`config.mk`:
```
export PLATFORM = sky130hd
export DESIGN_NAME = uart_tx_sequencer_flat
export DESIGN_NICKNAME = d
export VERILOG_FILES = /design/src/rtl/uart_tx_sequencer_pkg.sv /design/src/rtl/uart_tx_sequencer_if.sv /design/src/rtl/uart_tx_sequencer_gap_timer.sv /design/src/rtl/uart_tx_sequencer.sv /design/src/flat_wrapper.sv
export SDC_FILE = /design/constraint.sdc
export NUM_CORES = 1
export LEC_CHECK = 0
export CAP_MARGIN = 40
export CORE_MARGIN = 3
export CORE_UTILIZATION = 50
export DETAILED_ROUTE_END_ITERATION = 12
export MAX_ROUTING_LAYER = met4
export PLACE_DENSITY_LB_ADDON = 0.08
export SETUP_SLACK_MARGIN = 0.2
export SLEW_MARGIN = 20
export SYNTH_ARGS = -nofsm -noshare
export SYNTH_HDL_FRONTEND = slang
export SYNTH_SLANG_ARGS = --single-unit
```
`constraint.sdc`:
```
create_clock -name clk -period 3.39 [get_ports clk]
set_input_delay 0.678 -clock clk [delete_from_list [all_inputs] [get_ports clk]]
set_output_delay 0.678 -clock clk [all_outputs]
set_load 0.005 [all_outputs]
```
`src/rtl/uart_tx_sequencer_pkg.sv`:
```
// Shared types and helpers for the UART TX burst sequencer.
package uart_tx_seq_pkg;

  // Sequencer FSM states; exposed on the debug port of the top.
  typedef enum logic [2:0] {
    IDLE    = 3'd0,
    LOAD    = 3'd1,
    SEND    = 3'd2,
    WAIT_TX = 3'd3,
    GAP     = 3'd4,
    FINISH  = 3'd5
  } state_t;

  // Gap length in CE ticks for a delay code, scaled from the tick rate.
  function automatic int gap_ticks(input logic [1:0] code, input int tick_hz);
    int len;
    case (code)
      2'd0:    len = 0;
      2'd1:    len = tick_hz / 2;
      2'd2:    len = tick_hz;
      default: len = 2 * tick_hz;
    endcase
    return len;
  endfunction

endpackage

```
`src/rtl/uart_tx_sequencer_if.sv`:
```
// Byte-wide handshake between the sequencer and the UART TX serializer.
//
// Handshake: the master raises tx_start for exactly one cycle with tx_data
// valid, and keeps tx_data stable until the slave answers with a one-cycle
// tx_done. The master issues no new tx_start before that tx_done. A tx_done
// that arrives while no byte is outstanding has no effect.
interface uart_tx_if;
  logic       tx_start;
  logic [7:0] tx_data;
  logic       tx_done;

  modport master (output tx_start, output tx_data, input tx_done);
  modport slave  (input tx_start, input tx_data, output tx_done);
endinterface

```
`src/rtl/uart_tx_sequencer_gap_timer.sv`:
```
// CE-gated down-counter that times the inter-byte gap.
module gap_timer #(
  parameter int CW = 5
) (
  input  logic          clk,
  input  logic          reset,
  input  logic          i_load,
  input  logic          i_run,
  input  logic          i_ce,
  input  logic [CW-1:0] i_len,
  output logic          o_expired
);

  logic [CW-1:0] r_cnt;

  // Load the gap length on entry, then count down one step per CE tick.
  always_ff @(posedge clk or posedge reset) begin
    if (reset) begin
      r_cnt <= '0;
    end else if (i_load) begin
      r_cnt <= i_len;
    end else if (i_run && i_ce && (r_cnt != '0)) begin
      r_cnt <= r_cnt - CW'(1);
    end
  end

  // Expiry fires on the tick that consumes the last remaining count, so
  // the FSM leaves the gap on the same cycle as the final CE.
  assign o_expired = i_run && i_ce && (r_cnt == CW'(1));

endmodule

```
`src/rtl/uart_tx_sequencer.sv`:
```
// Burst sequencer: sends N bytes (seed, seed+1, ...) to the UART serializer,
// with an optional CE-timed gap after every byte except the last.
module uart_tx_sequencer
  import uart_tx_seq_pkg::*;
#(
  parameter int TICK_HZ   = 3200,
  parameter int MAX_BYTES = 256
) (
  input  logic        clk,
  input  logic        reset,
  input  logic        CE,
  input  logic        start,
  input  logic [7:0]  data,
  input  logic [14:0] bytes_to_send,
  input  logic [1:0]  delay,
  uart_tx_if.master   tx,
  output logic        busy,
  output logic        done,
  output logic [14:0] bytes_sent,
  output state_t      state_dbg
);

  localparam int CW = $clog2(2 * TICK_HZ + 1);

  state_t        r_state;
  state_t        w_next;
  logic [7:0]    r_seed;
  logic [14:0]   r_count;
  logic [1:0]    r_delay;
  logic [7:0]    r_tx_data;
  logic [14:0]   r_bytes_sent;
  logic [14:0]   w_count_in;
  logic          w_last;
  logic          w_gap_load;
  logic          w_gap_run;
  logic          w_gap_expired;
  logic [CW-1:0] w_gap_len;

  assign w_count_in = (bytes_to_send > 15'(MAX_BYTES)) ? 15'(MAX_BYTES) : bytes_to_send;
  assign w_last     = ((r_bytes_sent + 15'd1) == r_count);
  assign w_gap_len  = CW'(gap_ticks(r_delay, TICK_HZ));
  assign w_gap_load = (r_state == WAIT_TX) && tx.tx_done && !w_last && (r_delay != 2'd0);
  assign w_gap_run  = (r_state == GAP);

  gap_timer #(.CW(CW)) u_gap_timer (
    .clk       (clk),
    .reset     (reset),
    .i_load    (w_gap_load),
    .i_run     (w_gap_run),
    .i_ce      (CE),
    .i_len     (w_gap_len),
    .o_expired (w_gap_expired)
  );

  // State register.
  always_ff @(posedge clk or posedge reset) begin
    if (reset) begin
      r_state <= IDLE;
    end else begin
      r_state <= w_next;
    end
  end

  // Next-state logic; start and tx_done are only looked at in their own states.
  always_comb begin
    w_next = r_state;
    case (r_state)
      IDLE:    if (start) w_next = LOAD;
      LOAD:    w_next = (r_count == 15'd0) ? FINISH : SEND;
      SEND:    w_next = WAIT_TX;
      WAIT_TX: begin
        if (tx.tx_done) begin
          if (w_last)                  w_next = FINISH;
          else if (r_delay != 2'd0)    w_next = GAP;
          else                         w_next = LOAD;
        end
      end
      GAP:     if (w_gap_expired) w_next = LOAD;
      FINISH:  w_next = IDLE;
      default: w_next = IDLE;
    endcase
  end

  // Command capture, payload generation and progress counting.
  always_ff @(posedge clk or posedge reset) begin
    if (reset) begin
      r_seed       <= '0;
      r_count      <= '0;
      r_delay      <= '0;
      r_tx_data    <= '0;
      r_bytes_sent <= '0;
    end else begin
      if ((r_state == IDLE) && start) begin
        r_seed       <= data;
        r_count      <= w_count_in;
        r_delay      <= delay;
        r_bytes_sent <= '0;
      end
      if ((r_state == LOAD) && (r_count != 15'd0)) begin
        r_tx_data <= r_seed + r_bytes_sent[7:0];
      end
      if ((r_state == WAIT_TX) && tx.tx_done) begin
        r_bytes_sent <= r_bytes_sent + 15'd1;
      end
    end
  end

  assign tx.tx_start = (r_state == SEND);
  assign tx.tx_data  = r_tx_data;
  assign busy        = (r_state inside {LOAD, SEND, WAIT_TX, GAP});
  assign done        = (r_state == FINISH);
  assign bytes_sent  = r_bytes_sent;
  assign state_dbg   = r_state;

endmodule
```
`src/flat_wrapper.sv`:
```
// flat-port wrapper written by rule: the top's interface ports become plain ports
module uart_tx_sequencer_flat import uart_tx_seq_pkg::*;
#(
  parameter int TICK_HZ   = 3200,
  parameter int MAX_BYTES = 256
)
  (clk, reset, CE, start, data, bytes_to_send, delay, busy, done, bytes_sent, state_dbg, tx_tx_start, tx_tx_data, tx_tx_done);
  uart_tx_if tx_i ();
  input  logic clk;
  input  logic reset;
  input  logic CE;
  input  logic start;
  input  logic [7:0] data;
  input  logic [14:0] bytes_to_send;
  input  logic [1:0] delay;
  output logic busy;
  output logic done;
  output logic [14:0] bytes_sent;
  output state_t state_dbg;
  output wire logic [$bits(tx_i.tx_start)-1:0] tx_tx_start;
  output wire logic [$bits(tx_i.tx_data)-1:0] tx_tx_data;
  input wire logic [$bits(tx_i.tx_done)-1:0] tx_tx_done;
  assign tx_tx_start = tx_i.tx_start;
  assign tx_tx_data = tx_i.tx_data;
  assign tx_i.tx_done = tx_tx_done;
  uart_tx_sequencer #(.TICK_HZ(TICK_HZ), .MAX_BYTES(MAX_BYTES)) u_core (.clk(clk), .reset(reset), .CE(CE), .start(start), .data(data), .bytes_to_send(bytes_to_send), .delay(delay), .tx(tx_i), .busy(busy), .done(done), .bytes_sent(bytes_sent), .state_dbg(state_dbg));
endmodule
```
==> metrics, run 1 <==
status complete, no violations; Worst Setup End Kind flip-flop; final total negative setup slack 0 ns; fraction of layout instances using a drive strength above 1 11.4%; largest family of logic cells by synthesized area simple AND/OR/NAND/NOR gates; Final Max Slew Viols 0; cell area power density 645 nW/um2; Int Pwr 1.88 mW; number of instances on the worst hold path 2; summed instance area of the synthesized netlist 3710 um2; Clock transition at path regs 0.07 ns; share of synthesized cell area in and, or, nand and nor gates 18.3%; y dimension of the die 92.2 um; I/O Buffers 58; Wirelength per Cell 15.2 um; endpoint arrival time on the critical path 3.11 ns; top flip-flop cell by instance count after synthesis sky130_fd_sc_hd__dfrtp_1; number of max-cap violations 0; Top delay family on crit path simple AND/OR/NAND/NOR gates; ratio of final minimum period to clock period 85.2%; Synth cell types 53; standard-cell rows 30; Min-Delay Path Class reg2reg; Tot GR Track Use 21.5%; root buf cell sky130_fd_sc_hd__clkbuf_8; number of register bits inferred by synthesis 64; CP Launch Type flip-flop; GPL Wtd Cong 0.815; total leakage power 2.05 nW; post-route core utilization 65.9%; Setup Crit Path Kind reg2reg; number of detailed-route iterations in the first pass 4; Starting Density 53.2%; count of final hold-check violations 0; number of vias per cell 5.54; Min-Delay Startpoint u_core.tx.tx_data[4]; clock latency reported for the late side of the worst-skew pair 0.34 ns; post-synthesis cell count 376; die area 8490 um2; Worst Path Required 3.61 ns; Final Cell Area 4600 um2; maximum number of pins on one net before global-route repair 35; number of antenna violations at the first check in global routing 0; xor and xnor area share after synthesis 9.91%; setup-violating endpoint count in the final report 0; Crit Reg-Reg Startpoint u_core.bytes_sent[0]; First DRT Iteration DRCs 135; part of the power in the clock network 18.5%; area growth from synthesis to layout 24.0%; multiplexer share of the synthesized area 6.04%; Worst path slowest cell sky130_fd_sc_hd__dfrtp_1; switching power share of the total 36.8%; register-to-register setup slack 0.50 ns; CTS buffer count 9; highest achievable clock rate 346 MHz; Post-CTS Hold Fix Bufs 0; Synth Area in Adders 5.26%; number of buffer and inverter stages on the critical path 0; share of the synthesized area in compound gates (AO/OA/AOI/OAI) 14.1%; critical path fanouts, max 7; number of antenna diodes 0; global route total overflow 0; Gate power share 41.9%; Worst R2R Path Depth 7; syn_area_per_cell 9.87 um2; highest ir drop seen on vdd 0.315 mV; post-CTS repair timing setup buffer count 0; DR vias 3007; RSZ-0062 raised after global routing no; sequence of cells on the critical path ha_1 > and4_1 > nand4_1 > or3_1 > a2111oi_4 > or3_4 > mux2_4; Worst Hold Path EP u_core.tx.tx_data[4]; net switching power 1.09 mW; HPWL after detailed placement 6.20 mm; antenna viol nets, final 0; Fin Clk Skew 0.00724 ns; TritonCTS Sinks 64; Reg power frac 39.7%; number of buffers on the longest clock path 2; clock period minus final worst setup slack 2.89 ns; area post-placement 4440 um2; relative max-transition margin 49.8%; slowest cell delay on critical path 0.50 ns; number of global-route vias before repair 2953; worst r2r dst u_core.u_gap_timer.r_cnt[7]; CTS tree done; number of design rule violations left after detail routing 0; deepest level of the CTS H-tree 3; x dimension of the die 92.2 um; drt total wl 8.24 mm; Synth Net Count 421; share of flip-flops with an asynchronous set or reset 100%; actual slew at the worst max-slew pin 0.748 ns; warnings from Yosys 0; Core Footprint 6980 um2; ports placed on the boundary 59; first-pass GRT wire length 14.1 mm; count of flip-flops with a built-in enable after synthesis 0; nets 488; proportion of synthesized chip area in sequential cells 43.2%
[state kept, by name (all words and copies together), names as in the netlist]
name / flops
u_core.tx.tx_data: 8
u_core.state_dbg: 3
u_core.r_count: 15
u_core.bytes_sent: 15
u_core.r_seed: 8
u_core.r_delay: 2
u_core.u_gap_timer.r_cnt: 13
[worst reg2reg max path, stage by stage (launching register included)]
cell and delay, ns:
sky130_fd_sc_hd__dfrtp_1 0.50, sky130_fd_sc_hd__ha_1 0.34, sky130_fd_sc_hd__and4_1 0.32, sky130_fd_sc_hd__nand4_1 0.16
sky130_fd_sc_hd__or3_1 0.39, sky130_fd_sc_hd__a2111oi_4 0.46, sky130_fd_sc_hd__or3_4 0.28, sky130_fd_sc_hd__mux2_4 0.32
[cell families after synthesis]
| logic type | Yosys count |
|---|---|
| and+or+nand+nor | 128 |
| muxes | 19 |
| AOI/OAI and AO/OA | 80 |
| buffers and inverters | 28 |
| adders and majority gates | 15 |
| xor gates and xnor gates | 42 |
| DFF | 64 |
[area by class of cell]
| class | instances | area, um2 |
|---|---|---|
| inverter | 15 | 56.3 |
| timing repair buffer | 69 | 676 |
| fill | 576 | 2380 |
| clock inverter | 4 | 22.5 |
| tap | 96 | 120 |
| clock buffer | 11 | 131 |
| multi-input combinational | 284 | 2000 |
| sequential | 64 | 1600 |
[layer usage]
metal | vias to the layer above | routed length (um) | GRT usage, %
met5 | - | 0 | -
met4 | 0 | 116 | 8.42
met3 | 10 | 400 | 5.50
met2 | 67 | 3890 | 33.0
met1 | 1465 | 3840 | 27.5
li1 | 1465 | - | -
[timing repair]
item,4_1_cts,5_1_grt
setup endpoints to repair,0,4
endpoints found under the hold margin,0,0
gates resized for setup,0,1
[through the flow]
step | hold WS [ns] | instances | setup slack (ns) | total power [mW]
global placement | 0.461 | 527 | 0.516 | 2.39
CTS | 0.485 | 543 | 0.362 | 2.99
floorplan | 0.473 | 376 | 0.780 | 1.98
global route | 0.508 | 543 | 0.350 | 3.20
finish | 0.476 | 543 | 0.503 | 2.97
detailed placement | 0.469 | 528 | 0.392 | 2.44
[cells in the final DEF (no fill, tap or decap), types with 14 or more instances in the layout]
cell,n
sky130_fd_sc_hd__clkdlybuf4s50_1,58
sky130_fd_sc_hd__dfrtp_1,64
sky130_fd_sc_hd__ha_1,14
sky130_fd_sc_hd__nand2_1,35
sky130_fd_sc_hd__nor2_1,27
sky130_fd_sc_hd__o21ai_0,29
sky130_fd_sc_hd__xnor2_1,25
sky130_fd_sc_hd__xor2_1,17
[power groups by stage]
stage	registers, mW	logic, mW	clock network, mW
4_1_cts	1.18	1.25	0.560
6_report	1.18	1.24	0.549
3_5_place_dp	1.19	1.25	0
2_1_floorplan	1.13	0.845	0
3_3_place_gp	1.18	1.21	0
5_1_grt	1.21	1.39	0.594
[how the worst max path moves through the flow]
stage / from / to / slack [ns] / cells after the start
final: u_core.bytes_sent[0] / u_core.u_gap_timer.r_cnt[7] / 0.50 / 7
after global routing: u_core.bytes_sent[0] / u_core.u_gap_timer.r_cnt[7] / 0.35 / 7
after CTS: u_core.bytes_sent[0] / u_core.u_gap_timer.r_cnt[7] / 0.36 / 7
after detailed placement: u_core.bytes_sent[0] / u_core.u_gap_timer.r_cnt[7] / 0.39 / 7
after global placement: u_core.bytes_sent[0] / u_core.u_gap_timer.r_cnt[10] / 0.52 / 7
after floorplan: u_core.bytes_sent[0] / u_core.u_gap_timer.r_cnt[10] / 0.78 / 8
[synthesized netlist by cell type (all sizes together) (7+ instances only)]
cell    number  area [um2]
ha          14         175
nand3        7        40.0
mux2        15         184
nand4        7        62.6
inv         15        56.3
and2         8        50.1
nand2       35         131
dfrtp       64        1600
clkbuf       8        30.0
a22o         8        70.1
xnor2       25         219
nor4        12        96.3
o21ai       35         175
a21oi       13        65.1
xor2        17         149
nor3        13        65.1
nor2        27         101
Power figures use the tool's default switching activity.
==> run 2: changes to the inputs <==
- GPL_TIMING_DRIVEN: default -> 0
==> metrics, run 2 (synthesized netlist as in run 1, its figures left out) <==
number of detailed-route iterations in the first pass 6 (+2); Starting Density 53.2% (unchanged); Post-CTS Hold Fix Bufs 0 (unchanged); number of global-route vias before repair 2954 (+0.034%); highest ir drop seen on vdd 0.331 mV (+5.2%); most common cell after layout, fill and taps aside sky130_fd_sc_hd__dfrtp_1; post-route core utilization 65.9% (about the same); leading cell types in the layout, fill and taps excluded sky130_fd_sc_hd__dfrtp_1, sky130_fd_sc_hd__clkdlybuf4s50_1, sky130_fd_sc_hd__nand2_1; die area 8490 um2 (unchanged); TritonCTS Sinks 64 (unchanged); DR vias 2974 (-1.1%); I/O Buffers 58 (unchanged); standard-cell rows 30 (unchanged); HPWL after detailed placement 6.16 mm (-0.61%); Worst Path Required 3.61 ns (about the same); y dimension of the die 92.2 um (unchanged); highest achievable clock rate 335 MHz (-3.1%); CTS-repair resized insts 0 (unchanged); nets 493 (+1.0%); status complete, no violations; endpoint arrival time on the critical path 3.20 ns (+0.09 ns); Fin Clk Skew 0.00768 ns (+0.000442 ns); fraction of layout instances using a drive strength above 1 10.0% (-1.4 points); GPL Wtd Cong 0.858 (+5.2%); area growth from synthesis to layout 24.1% (about the same); # placed instances 532 (+0.76%); x dimension of the die 92.2 um (unchanged); number of standard cells in the layout, taps in and fillers out 546 (+0.55%); count of final hold-check violations 0 (unchanged); global route total overflow 0 (unchanged); Final Max Slew Viols 0 (unchanged); critical path fanouts, max 7 (unchanged); Core Footprint 6980 um2 (unchanged); Tot GR Track Use 21.0% (-0.55 points); Setup Crit Path Kind reg2reg; setup-violating endpoint count in the final report 0 (unchanged); total leakage power 2.05 nW (about the same); CTS tree done; First DRT Iteration DRCs 195 (+44%); Min-Delay Path Class reg2reg; deepest level of the CTS H-tree 3 (unchanged); number of antenna violations at the first check in global routing 0 (unchanged); cell area power density 649 nW/um2 (+0.60%); post-CTS repair timing setup buffer count 0 (unchanged); number of buffers on the longest clock path 2 (unchanged); Wirelength per Cell 14.9 um (-1.8%); antenna viol nets, final 0 (unchanged); register-to-register setup slack 0.41 ns (-0.09 ns); number of vias per cell 5.45 (-1.6%); root buf cell sky130_fd_sc_hd__clkbuf_8; CP Launch Type flip-flop; actual slew at the worst max-slew pin 0.653 ns (-0.0947 ns); ports placed on the boundary 59 (unchanged); RSZ-0062 raised after global routing no; clock latency reported for the late side of the worst-skew pair 0.34 ns (about the same); number of max-cap violations 0 (unchanged); relative max-transition margin 56.1% (+6.4 points); Clock transition at path regs 0.07 ns (about the same); first-pass GRT wire length 13.9 mm (-1.3%); number of antenna diodes 0 (unchanged); clock period minus final worst setup slack 2.98 ns (+0.0938 ns); maximum number of pins on one net before global-route repair 37 (+5.7%); Worst Setup End Kind flip-flop; drt total wl 8.14 mm (-1.2%); CTS buffer count 9 (unchanged); number of design rule violations left after detail routing 0 (unchanged); ratio of final minimum period to clock period 87.9% (+2.8 points)
[run 2: cell types whose count changed in the layout (fill, tap and decap cells not counted)]
cell / delta
sky130_fd_sc_hd__buf_1: +1
sky130_fd_sc_hd__buf_2: +4
sky130_fd_sc_hd__buf_4: -9
sky130_fd_sc_hd__buf_6: +1
sky130_fd_sc_hd__clkbuf_1: +7
sky130_fd_sc_hd__clkbuf_8: +2
sky130_fd_sc_hd__clkinv_2: -2
sky130_fd_sc_hd__clkinvlp_4: -1
sky130_fd_sc_hd__inv_2: -1
sky130_fd_sc_hd__inv_4: +1
sky130_fd_sc_hd__or3_1: +1
sky130_fd_sc_hd__or3_4: -1
[run 2: area by class of cell]
class	instances	area (um2)
Buffer	13	62.6
Clock buffer	12	155
Clock inverter	1	5.00
Fill cell	591	2380
Inverter	15	58.8
Multi-Input combinational cell	284	1990
Sequential cell	64	1600
Tap cell	96	120
Timing Repair Buffer	61	611
[run 2: final timing paths]
check                                     startpoint                          end  depth (start not counted)
worst min register to register  u_core.tx.tx_data[2]         u_core.tx.tx_data[2]                          2
worst max-delay path            u_core.bytes_sent[0]  u_core.u_gap_timer.r_cnt[6]                          8
min in group asynchronous                      reset         u_core.tx.tx_data[7]                          2
max in group asynchronous                      reset            u_core.r_count[1]                          3
worst max register to register  u_core.bytes_sent[0]  u_core.u_gap_timer.r_cnt[6]                          8
worst min-delay path            u_core.tx.tx_data[2]         u_core.tx.tx_data[2]                          2
[run 2: worst max-delay path, stage by stage, from the launching register on]
cell and delay, ns:
sky130_fd_sc_hd__dfrtp_1 0.53, sky130_fd_sc_hd__ha_1 0.33, sky130_fd_sc_hd__and4_1 0.32, sky130_fd_sc_hd__nand4_1 0.17, sky130_fd_sc_hd__or3_1 0.38, sky130_fd_sc_hd__a2111oi_4 0.48
sky130_fd_sc_hd__or3_1 0.19, sky130_fd_sc_hd__buf_6 0.15, sky130_fd_sc_hd__mux2_4 0.30
[run 2: where the power goes]
part	internal, mW	switching (mW)	total [mW]
combinational	0.637	0.637	1.27
clock	0.292	0.272	0.564
sequential	0.971	0.180	1.15
total	1.90	1.09	2.99
[run 2: per-stage QoR]
| stage | power, mW | worst slack (ns) | TNS [ns] | cell area [um2] | hold WS (ns) |
|---|---|---|---|---|---|
| after CTS | 3.01 | 0.421 | 0 | 4600 | 0.484 |
| final | 2.99 | 0.409 | 0 | 4600 | 0.476 |
| after detailed placement | 2.44 | 0.447 | 0 | 4440 | 0.469 |
| after global routing | 3.22 | 0.220 | 0 | 4600 | 0.510 |
| after floorplan | 1.98 | 0.780 | 0 | 3710 | 0.473 |
| after global placement | 2.38 | -0.00933 | -0.312 | 4410 | 0.460 |
[run 2: routing by layer]
metal,share of wire (%),vias to the layer above,global-route usage [%]
met3,6.1,14,5.09
met5,0,-,-
met4,1.5,0,8.04
met2,47,84,32.6
li1,-,1478,-
met1,46,1398,26.7
